## src/rtl/mem_arb_pkg.sv

```systemverilog
// mem_arb_pkg: shared types and constants for the unified-memory arbiter.
//   arb_state_e : arbiter FSM states (IDLE, ACCESS, DONE)
//   owner_e     : which CPU port owns the current access (fetch or data)
//   CNT_W       : width of the access-cycle counter
package mem_arb_pkg;

  typedef enum logic [1:0] {
    ARB_IDLE   = 2'd0,
    ARB_ACCESS = 2'd1,
    ARB_DONE   = 2'd2
  } arb_state_e;

  typedef enum logic {
    OWN_IF = 1'b0,
    OWN_DM = 1'b1
  } owner_e;

  localparam int CNT_W = 4;

endpackage

```

## src/rtl/mem_arb_pick.sv

```systemverilog
// mem_arb_pick: combinational grant selection for mem_arbiter.
// Grants are only issued in IDLE; at most one grant is high.
// Build option: MEM_ARB_RR_EN selects round-robin on ties (the port not
// granted last wins); otherwise data always beats fetch.
//   if_req, dm_req : port requests
//   last_owner     : owner of the previous transfer (ignored in fixed mode)
//   state          : current arbiter state
//   if_gnt, dm_gnt : grants
//   winner         : owner that a transfer this cycle would latch
module mem_arb_pick
  import mem_arb_pkg::*;
(
  input  logic       if_req,
  input  logic       dm_req,
  input  owner_e     last_owner,
  input  arb_state_e state,
  output logic       if_gnt,
  output logic       dm_gnt,
  output owner_e     winner
);

  logic idle;
  logic pick_dm;

  assign idle = (state == ARB_IDLE);

`ifdef MEM_ARB_RR_EN
  // On a tie, hand the port to whoever did not have it last time.
  always_comb begin
    pick_dm = dm_req;
    if (dm_req && if_req) begin
      pick_dm = (last_owner == OWN_IF);
    end
  end
`else
  logic unused_last_owner;
  assign unused_last_owner = (last_owner == OWN_DM);
  assign pick_dm = dm_req;
`endif

  assign dm_gnt = idle & dm_req & pick_dm;
  assign if_gnt = idle & if_req & ~pick_dm;
  assign winner = pick_dm ? OWN_DM : OWN_IF;

endmodule

```

## src/rtl/mem_arbiter.sv

```systemverilog
// mem_arbiter: shares one single-port, fixed-latency memory between the CPU
// instruction-fetch port (read-only) and the data-memory port. One access at
// a time: transfer in IDLE, MEM_LAT cycles of ACCESS, one DONE cycle with a
// done pulse to the owner, then back to IDLE.
// Build option: MEM_ARB_RR_EN enables round-robin tie breaking.
// Ports:
//   clk, rst                  : clock, synchronous active-high reset
//   if_req/if_addr            : fetch request (always a read)
//   if_gnt/if_done/if_rdata   : fetch grant (comb), done pulse, read data
//   dm_req/dm_wr/dm_addr/dm_wdata : data request
//   dm_gnt/dm_done/dm_rdata   : data grant (comb), done pulse, read data
//   mem_en/mem_wr/mem_addr/mem_wdata : memory port, zero outside ACCESS
//   mem_rdata                 : memory read data, valid in last ACCESS cycle
//   busy                      : state is not IDLE
module mem_arbiter
  import mem_arb_pkg::*;
#(
  parameter int ADDR_W  = 16,
  parameter int DATA_W  = 16,
  parameter int MEM_LAT = 4
) (
  input  logic              clk,
  input  logic              rst,
  input  logic              if_req,
  input  logic [ADDR_W-1:0] if_addr,
  output logic              if_gnt,
  output logic              if_done,
  output logic [DATA_W-1:0] if_rdata,
  input  logic              dm_req,
  input  logic              dm_wr,
  input  logic [ADDR_W-1:0] dm_addr,
  input  logic [DATA_W-1:0] dm_wdata,
  output logic              dm_gnt,
  output logic              dm_done,
  output logic [DATA_W-1:0] dm_rdata,
  output logic              mem_en,
  output logic              mem_wr,
  output logic [ADDR_W-1:0] mem_addr,
  output logic [DATA_W-1:0] mem_wdata,
  input  logic [DATA_W-1:0] mem_rdata,
  output logic              busy
);

  localparam logic [CNT_W-1:0] CNT_LAST = CNT_W'(MEM_LAT - 1);

  arb_state_e        state_q;
  logic [CNT_W-1:0]  cnt_q;
  owner_e            owner_q;
  logic              mem_en_q, mem_wr_q, busy_q;
  logic [ADDR_W-1:0] mem_addr_q;
  logic [DATA_W-1:0] mem_wdata_q;
  logic [DATA_W-1:0] if_rdata_q, dm_rdata_q;
  logic              if_done_q, dm_done_q;

  logic   if_gnt_w, dm_gnt_w;
  owner_e winner_w;
  owner_e last_owner_w;

`ifdef MEM_ARB_RR_EN
  owner_e last_owner_q;

  // Resets to fetch so that data wins the first tie.
  always_ff @(posedge clk) begin
    if (rst) begin
      last_owner_q <= OWN_IF;
    end else if (if_gnt_w || dm_gnt_w) begin
      last_owner_q <= winner_w;
    end
  end

  assign last_owner_w = last_owner_q;
`else
  assign last_owner_w = OWN_IF;
`endif

  mem_arb_pick u_pick (
    .if_req     (if_req),
    .dm_req     (dm_req),
    .last_owner (last_owner_w),
    .state      (state_q),
    .if_gnt     (if_gnt_w),
    .dm_gnt     (dm_gnt_w),
    .winner     (winner_w)
  );

  // The memory-port registers double as the latched request fields: they
  // are loaded at the transfer and cleared when ACCESS ends.
  always_ff @(posedge clk) begin
    if (rst) begin
      state_q     <= ARB_IDLE;
      cnt_q       <= '0;
      owner_q     <= OWN_IF;
      mem_en_q    <= 1'b0;
      mem_wr_q    <= 1'b0;
      mem_addr_q  <= '0;
      mem_wdata_q <= '0;
      if_rdata_q  <= '0;
      dm_rdata_q  <= '0;
      if_done_q   <= 1'b0;
      dm_done_q   <= 1'b0;
      busy_q      <= 1'b0;
    end else begin
      case (state_q)
        ARB_IDLE: begin
          if (if_gnt_w || dm_gnt_w) begin
            state_q  <= ARB_ACCESS;
            cnt_q    <= '0;
            owner_q  <= winner_w;
            mem_en_q <= 1'b1;
            busy_q   <= 1'b1;
            if (winner_w == OWN_DM) begin
              mem_addr_q  <= dm_addr;
              mem_wr_q    <= dm_wr;
              mem_wdata_q <= dm_wdata;
            end else begin
              mem_addr_q  <= if_addr;
              mem_wr_q    <= 1'b0;
              mem_wdata_q <= '0;
            end
          end
        end
        ARB_ACCESS: begin
          cnt_q <= cnt_q + 1'b1;
          if (cnt_q == CNT_LAST) begin
            state_q     <= ARB_DONE;
            mem_en_q    <= 1'b0;
            mem_wr_q    <= 1'b0;
            mem_addr_q  <= '0;
            mem_wdata_q <= '0;
            if (owner_q == OWN_DM) begin
              dm_done_q <= 1'b1;
              if (!mem_wr_q) dm_rdata_q <= mem_rdata;
            end else begin
              if_done_q  <= 1'b1;
              if_rdata_q <= mem_rdata;
            end
          end
        end
        ARB_DONE: begin
          state_q   <= ARB_IDLE;
          if_done_q <= 1'b0;
          dm_done_q <= 1'b0;
          busy_q    <= 1'b0;
        end
        default: begin
          state_q <= ARB_IDLE;
          busy_q  <= 1'b0;
        end
      endcase
    end
  end

  assign if_gnt    = if_gnt_w & ~rst;
  assign dm_gnt    = dm_gnt_w & ~rst;
  assign if_done   = if_done_q;
  assign dm_done   = dm_done_q;
  assign if_rdata  = if_rdata_q;
  assign dm_rdata  = dm_rdata_q;
  assign mem_en    = mem_en_q;
  assign mem_wr    = mem_wr_q;
  assign mem_addr  = mem_addr_q;
  assign mem_wdata = mem_wdata_q;
  assign busy      = busy_q;

endmodule
```

## config.mk

```make
export PLATFORM = sky130hd
export DESIGN_NAME = mem_arbiter
export DESIGN_NICKNAME = d
export VERILOG_FILES = /design/src/rtl/mem_arb_pkg.sv /design/src/rtl/mem_arb_pick.sv /design/src/rtl/mem_arbiter.sv
export SDC_FILE = /design/constraint.sdc
export NUM_CORES = 1
export LEC_CHECK = 0
export ABC_AREA = 1
export ABC_CLOCK_PERIOD_IN_PS = 1400
export CAP_MARGIN = 20
export CORE_MARGIN = 2
export CORE_UTILIZATION = 38
export DETAILED_ROUTE_END_ITERATION = 12
export PLACE_DENSITY = 0.86
export SLEW_MARGIN = 15
export SYNTH_ARGS = -nofsm -noshare
export SYNTH_HDL_FRONTEND = slang
export SYNTH_SLANG_ARGS = --single-unit
```

## constraint.sdc

```tcl
create_clock -name clk -period 1.4 [get_ports clk]
set_input_delay 0.28 -clock clk [delete_from_list [all_inputs] [get_ports clk]]
set_output_delay 0.28 -clock clk [all_outputs]
set_load 0.02 [all_outputs]
```

==> results.toml, run 1 <==
[outcome]
status = "finished, violations left"
violations = "negative setup slack"

[die]
initial_core_util = 0.386
fp.dieW_um = 97.2
die_y_um = 97.2
rows = 34
ioPinCount = 140
die_area_um2 = 9450
core_um2 = 8550

[timing]
fin_crit_sh = 1.11
worst_pin_slew_ns = 0.484
slew_headroom = 0.677
setup_viol = 54
hold_violations = 0
final_max_slew_viol_count = 0
period_needed_ns = 1.55
rsz0062_at_grt = "yes"
skew_ns = 0.0115
max_freq_ghz = 0.646
setup_slack_ns = -0.148

[min_path]
hold_path_class = "reg -> reg"

[cts]
htree_levels = 3
cts_tree = "built"
clk_latency_ns = 0.35
cts.sinks = 76
clk_path_buf_depth = 2
clk_pin_slew_ns = 0.08
cts-root-buf = "clkbuf_8"
cts_buffers = 9

[synth]
synthAdderAreaFrac = 0.00379
synthesis.area_um2 = 3300
synth-seq-area-share = 0.461
synth_cell_types = 21
postSynthCellCount = 489
synth-simple-area-share = 0.323
synthXorXnorAreaFrac = 0
ys_ff_latch = 76
ys_warn_count = 0
synth_mux_area_frac = 0
syn_avg_cell_area_um2 = 6.75
synth-compound-area-share = 0.108
syn_nets = 559
synth_top_family_by_area = "simple AND/OR/NAND/NOR gates"

[global_routing]
antenna_found_initial = 0
grt_pass1_wl_um = 17300
grt_pass1_vias = 3754
met3_usage = 0.0489
track_usage = 0.224
grt_max_degree = 27
grtUsageMet1 = 0.245
grt-busiest-layer = "met2"
grt_overflow = 0
grt_use_met2 = 0.415

[pwr]
vdd_drop_max_mv = 0.438
pwr_density_cell_nw_per_um2 = 948
p_leak_nw = 2.70

[finish]
finalNonFillerCells = 775
antenna_cells = 0
nets = 732
areaGrowthSynthToFinish_pct = 73.5
drive_gt1_frac = 0.252

[setup_path]
critPathRequiredTime_ns = 1.12
critPathKind = "reg -> out"
crit_arrival_ns = 1.27
path_max_fanout = 3
start_kind = "register"
crit_path_end_kind = "output pin"

[drt]
wire_per_inst_um = 14.6
first_pass_iters = 5
drc_errors = 0
drt_iter0_drc = 114
drt-total-wl_um = 11400
via_count = 3854
drt-vias-per-instance = 4.97
ant_nets = 0

[place]
pre_cts_slack_ns = -0.583
dp_cells = 741
gp_congestion = 0.785
dp_hpwl_um = 6790
portBuffers = 139

[flow_run]
cap_violations = 0
## final timing paths
| path | startpoint | to | slack (ns) | cells after the start |
|---|---|---|---|---|
| max | state_q[0] | if_gnt | -0.15 | 5 |
| min | mem_en | mem_en | 0.48 | 2 |
| min reg2reg | mem_en | mem_en | 0.48 | 2 |
| max reg2reg | state_q[1] | if_rdata[5] | -0.06 | 9 |
## final cells by class
| type | instances | area (um^2) |
|---|---|---|
| Clock buffer | 10 | 138 |
| Clock inverter | 6 | 40.0 |
| Fill cell | 667 | 2820 |
| Inverter | 52 | 214 |
| Multi-Input combinational cell | 336 | 1800 |
| Sequential cell | 76 | 1530 |
| Tap cell | 108 | 135 |
| Timing Repair Buffer | 187 | 1870 |
## cells by family (layout without fill, tap and decap cells)
logic type | after synthesis | after routing
AO/OA/AOI/OAI | 71 | 71
adder cells (fa/ha/maj) | 1 | 1
flip-flops | 76 | 76
buffers and inverters | 77 | 255
AND/OR/NAND/NOR | 264 | 264
## registers in the layout (all words and copies together), names as in the netlist
name       flops
mem_en         1
cnt_q          4
owner_q        1
state_q        2
dm_done        1
busy           1
dm_rdata      16
if_done        1
mem_wdata     16
if_rdata      16
mem_wr         1
mem_addr      16
## synthesized netlist by cell type, drive strengths merged
cell | instances | area share
a21oi | 37 | 0.056
buf | 12 | 0.031
clkbuf | 13 | 0.015
dfxtp | 76 | 0.46
ha | 1 | 0.0038
inv | 52 | 0.059
nand2 | 127 | 0.15
nand3 | 6 | 0.014
nand4 | 5 | 0.0095
nor2 | 122 | 0.14
nor3 | 2 | 0.0030
o21ai | 34 | 0.052
or2 | 2 | 0.0038
## report_power, final
part	internal (W)	switching [W]
logic	0.000730	0.000813
clock network	0.000685	0.000847
registers	0.00228	0.0000732
## per-layer routing
metal	up-vias	part of all wire
li1	1842	-
met1	1797	0.38
met2	177	0.51
met3	38	0.070
met4	0	0.038
met5	-	0
## metrics by stage
stage               utilization  cell area [um^2]  total power, W  hold WS [ns]  TNS [ns]
detailed placement        0.578              4940         0.00360         0.466    -28.36
global route              0.670              5730         0.00570         0.490     -6.03
CTS                       0.637              5440         0.00532         0.474    -0.670
floorplan                     -              3310         0.00303         0.359         0
global placement          0.578              4940         0.00357         0.454    -25.48
finish                    0.670              5730         0.00543         0.482     -1.57
## cells in the final DEF, fill, tap and decap left out, drive strengths merged
cell type and count:
inv 51, nand3 6, clkbuf 11, dfxtp 76, clkdlybuf4s50 67, o21ai 34, dlygate4sd2 68, buf 49
clkdlybuf4s15 2, nand4 5, nor3 2, clkinv 2, or2 2, a21oi 37, nand2 127, clkinvlp 5
nor2 122, ha 1
## repair_timing
item,in CTS,in global routing
pin swaps,14,20
hold buffers,0,0
setup buffers,12,2
gates resized for setup,148,102
cloned,6,1
endpoints found under the setup margin,124,73
## critical path, stage by stage (launching register included)
cell	delay [ns]
dfxtp_4	0.36
nor2_4	0.11
buf_6	0.12
nand2_2	0.06
nor3_2	0.11
buf_4	0.16
(Power assumes the default switching activity.)
==> inputs of run 2 (changes only) <==
Settings changed: PLACE_DENSITY 0.86 to 0.76.
==> run 2 against run 1 <==
Compared with the run above:
- the flow still finishes with violations (negative setup slack)
- critical path depth is 1 lower
- global-route usage fell by 3.3 points
- sequential cell count did not move
- design area down 6.4%
- sequential power barely moved
- critical endpoint unchanged
- largest power group unchanged
==> results.toml, run 2 (synthesis results as in run 1) <==
[finish]
multiInputGateArea_um2 = 1570
seq_area_um2 = 1530
nFillCells = 764
areaGrowthSynthToFinish_pct = 62.4
design_area_um2 = 5360
nets = 726
finalNonFillerCells = 769
final_common_cell = "nand2_1"
layout_common_cells = "nand2_1, nor2_1, dfxtp_1"
drive_gt1_frac = 0.150
antenna_cells = 0

[cts]
cts_hold_buffers = 0
cts_buffers = 9
cts-root-buf = "clkbuf_8"
clk_pin_slew_ns = 0.08
clk_path_buf_depth = 2
cts_tree = "built"
cts.sinks = 76
htree_levels = 3
clk_latency_ns = 0.34

[setup_path]
path_max_fanout = 3
rrSetupSlack_ns = 0.01
critPathRequiredTime_ns = 1.12
crit_arrival_ns = 1.18
r2r_end = "mem_addr[7]"
cp-endpoint = "if_gnt"
r2r-start = "state_q[0]"
start_kind = "register"
rr_worst_depth = 9
crit_path_end_kind = "output pin"
critPathLaunch = "state_q[0]"
critPathKind = "reg -> out"

[timing]
final_max_slew_viol_count = 0
skew_ns = 0.00831
period_needed_ns = 1.46
fin_tns_setup_ns = -0.0938
worst_pin_slew_ns = 0.298
slew_headroom = 0.801
rsz0062_at_grt = "yes"
setup_slack_ns = -0.0609
hold_violations = 0
max_freq_ghz = 0.685
fin_crit_sh = 1.04
setup_viol = 2

[outcome]
violations = "negative setup slack"
status = "finished, violations left"

[global_routing]
grt_overflow = 0
antenna_found_initial = 0
grt_pass1_wl_um = 15000
grt_pass1_vias = 3365
track_usage = 0.191
grt_max_degree = 34

[drt]
drt-total-wl_um = 9580
drt_iter0_drc = 77
drt-vias-per-instance = 4.54
ant_nets = 0
via_count = 3488
drc_errors = 0
first_pass_iters = 4
wire_per_inst_um = 12.5

[place]
dp_hpwl_um = 6700
gp_congestion = 0.783
dp_cells = 742
dpl-instance-area_um2 = 4950
pre_cts_slack_ns = -0.530
portBuffers = 139

[pwr]
vdd_drop_max_mv = 0.455
p_leak_nw = 2.61
pwr_density_cell_nw_per_um2 = 985

[die]
core_um2 = 8550
rows = 34
initial_core_util = 0.386
fp.dieW_um = 97.2
ioPinCount = 140
die_y_um = 97.2
die_area_um2 = 9450

[min_path]
hold_path_class = "in -> reg"
hold_depth = 3

[flow_run]
cap_violations = 0
[run 2: changes by cell type in the layout (fill, tap and decap cells not counted), moves of 5 or more]
cell,delta
nand2_2,-13
o21ai_2,-28
nor2_1,+5
nand2_1,+15
a21oi_2,-13
buf_6,-9
o21ai_1,+19
buf_4,+8
o21ai_0,+11
nor2_2,-6
a21oi_1,+14
[run 2: critical path, cell delays in order (launching register included)]
cell	delay, ns
dfxtp_4	0.36
nor2_4	0.15
nand2_2	0.06
nor3_2	0.11
buf_4	0.17
[run 2: timing repair]
action,CTS,global route
pin swaps,3,6
setup endpoints to repair,137,65
gates resized for setup,96,53
cloned,0,4
setup buffers,3,5
[run 2: power by group]
part	leakage [nW]	switching, W	internal (W)
Combinational	1.90	0.000685	0.000627
Sequential	0.623	0.0000615	0.00228
Clock	0.0845	0.000809	0.000820
Total	2.61	0.00156	0.00373
[run 2: final cells by class]
type                    count  share of cell area
multi-input cells         336               0.292
inverters                  52              0.0392
well taps                 108              0.0252
repair buffers            181               0.323
clock buffers              10              0.0238
clock inverters             6              0.0121
flip-flops and latches     76               0.285
[run 2: how the worst min path moves through the flow]
| stage | endpoint | startpoint |
|---|---|---|
| after global placement | if_done | if_done |
| final | owner_q | dm_req |
| after floorplan | state_q[1] | rst |
| after CTS | owner_q | dm_req |
| after global routing | owner_q | dm_req |
| after detailed placement | dm_done | dm_done |
[run 2: routing by layer]
| metal | wire length (um) | global-route usage | up-vias |
|---|---|---|---|
| met5 | 0 | 0 | - |
| met4 | 19 | 0.0417 | 0 |
| met3 | 763 | 0.0669 | 2 |
| met2 | 4760 | 0.348 | 115 |
| met1 | 4030 | 0.216 | 1549 |
| li1 | - | - | 1822 |
[run 2: per-stage QoR]
stage          power [W]   util  hold slack (ns)
2_1_floorplan    0.00303      -            0.359
3_3_place_gp     0.00358  0.579            0.452
3_5_place_dp     0.00360  0.579            0.461
4_1_cts          0.00517  0.599            0.408
5_1_grt          0.00557  0.627            0.433
6_report         0.00529  0.627            0.424
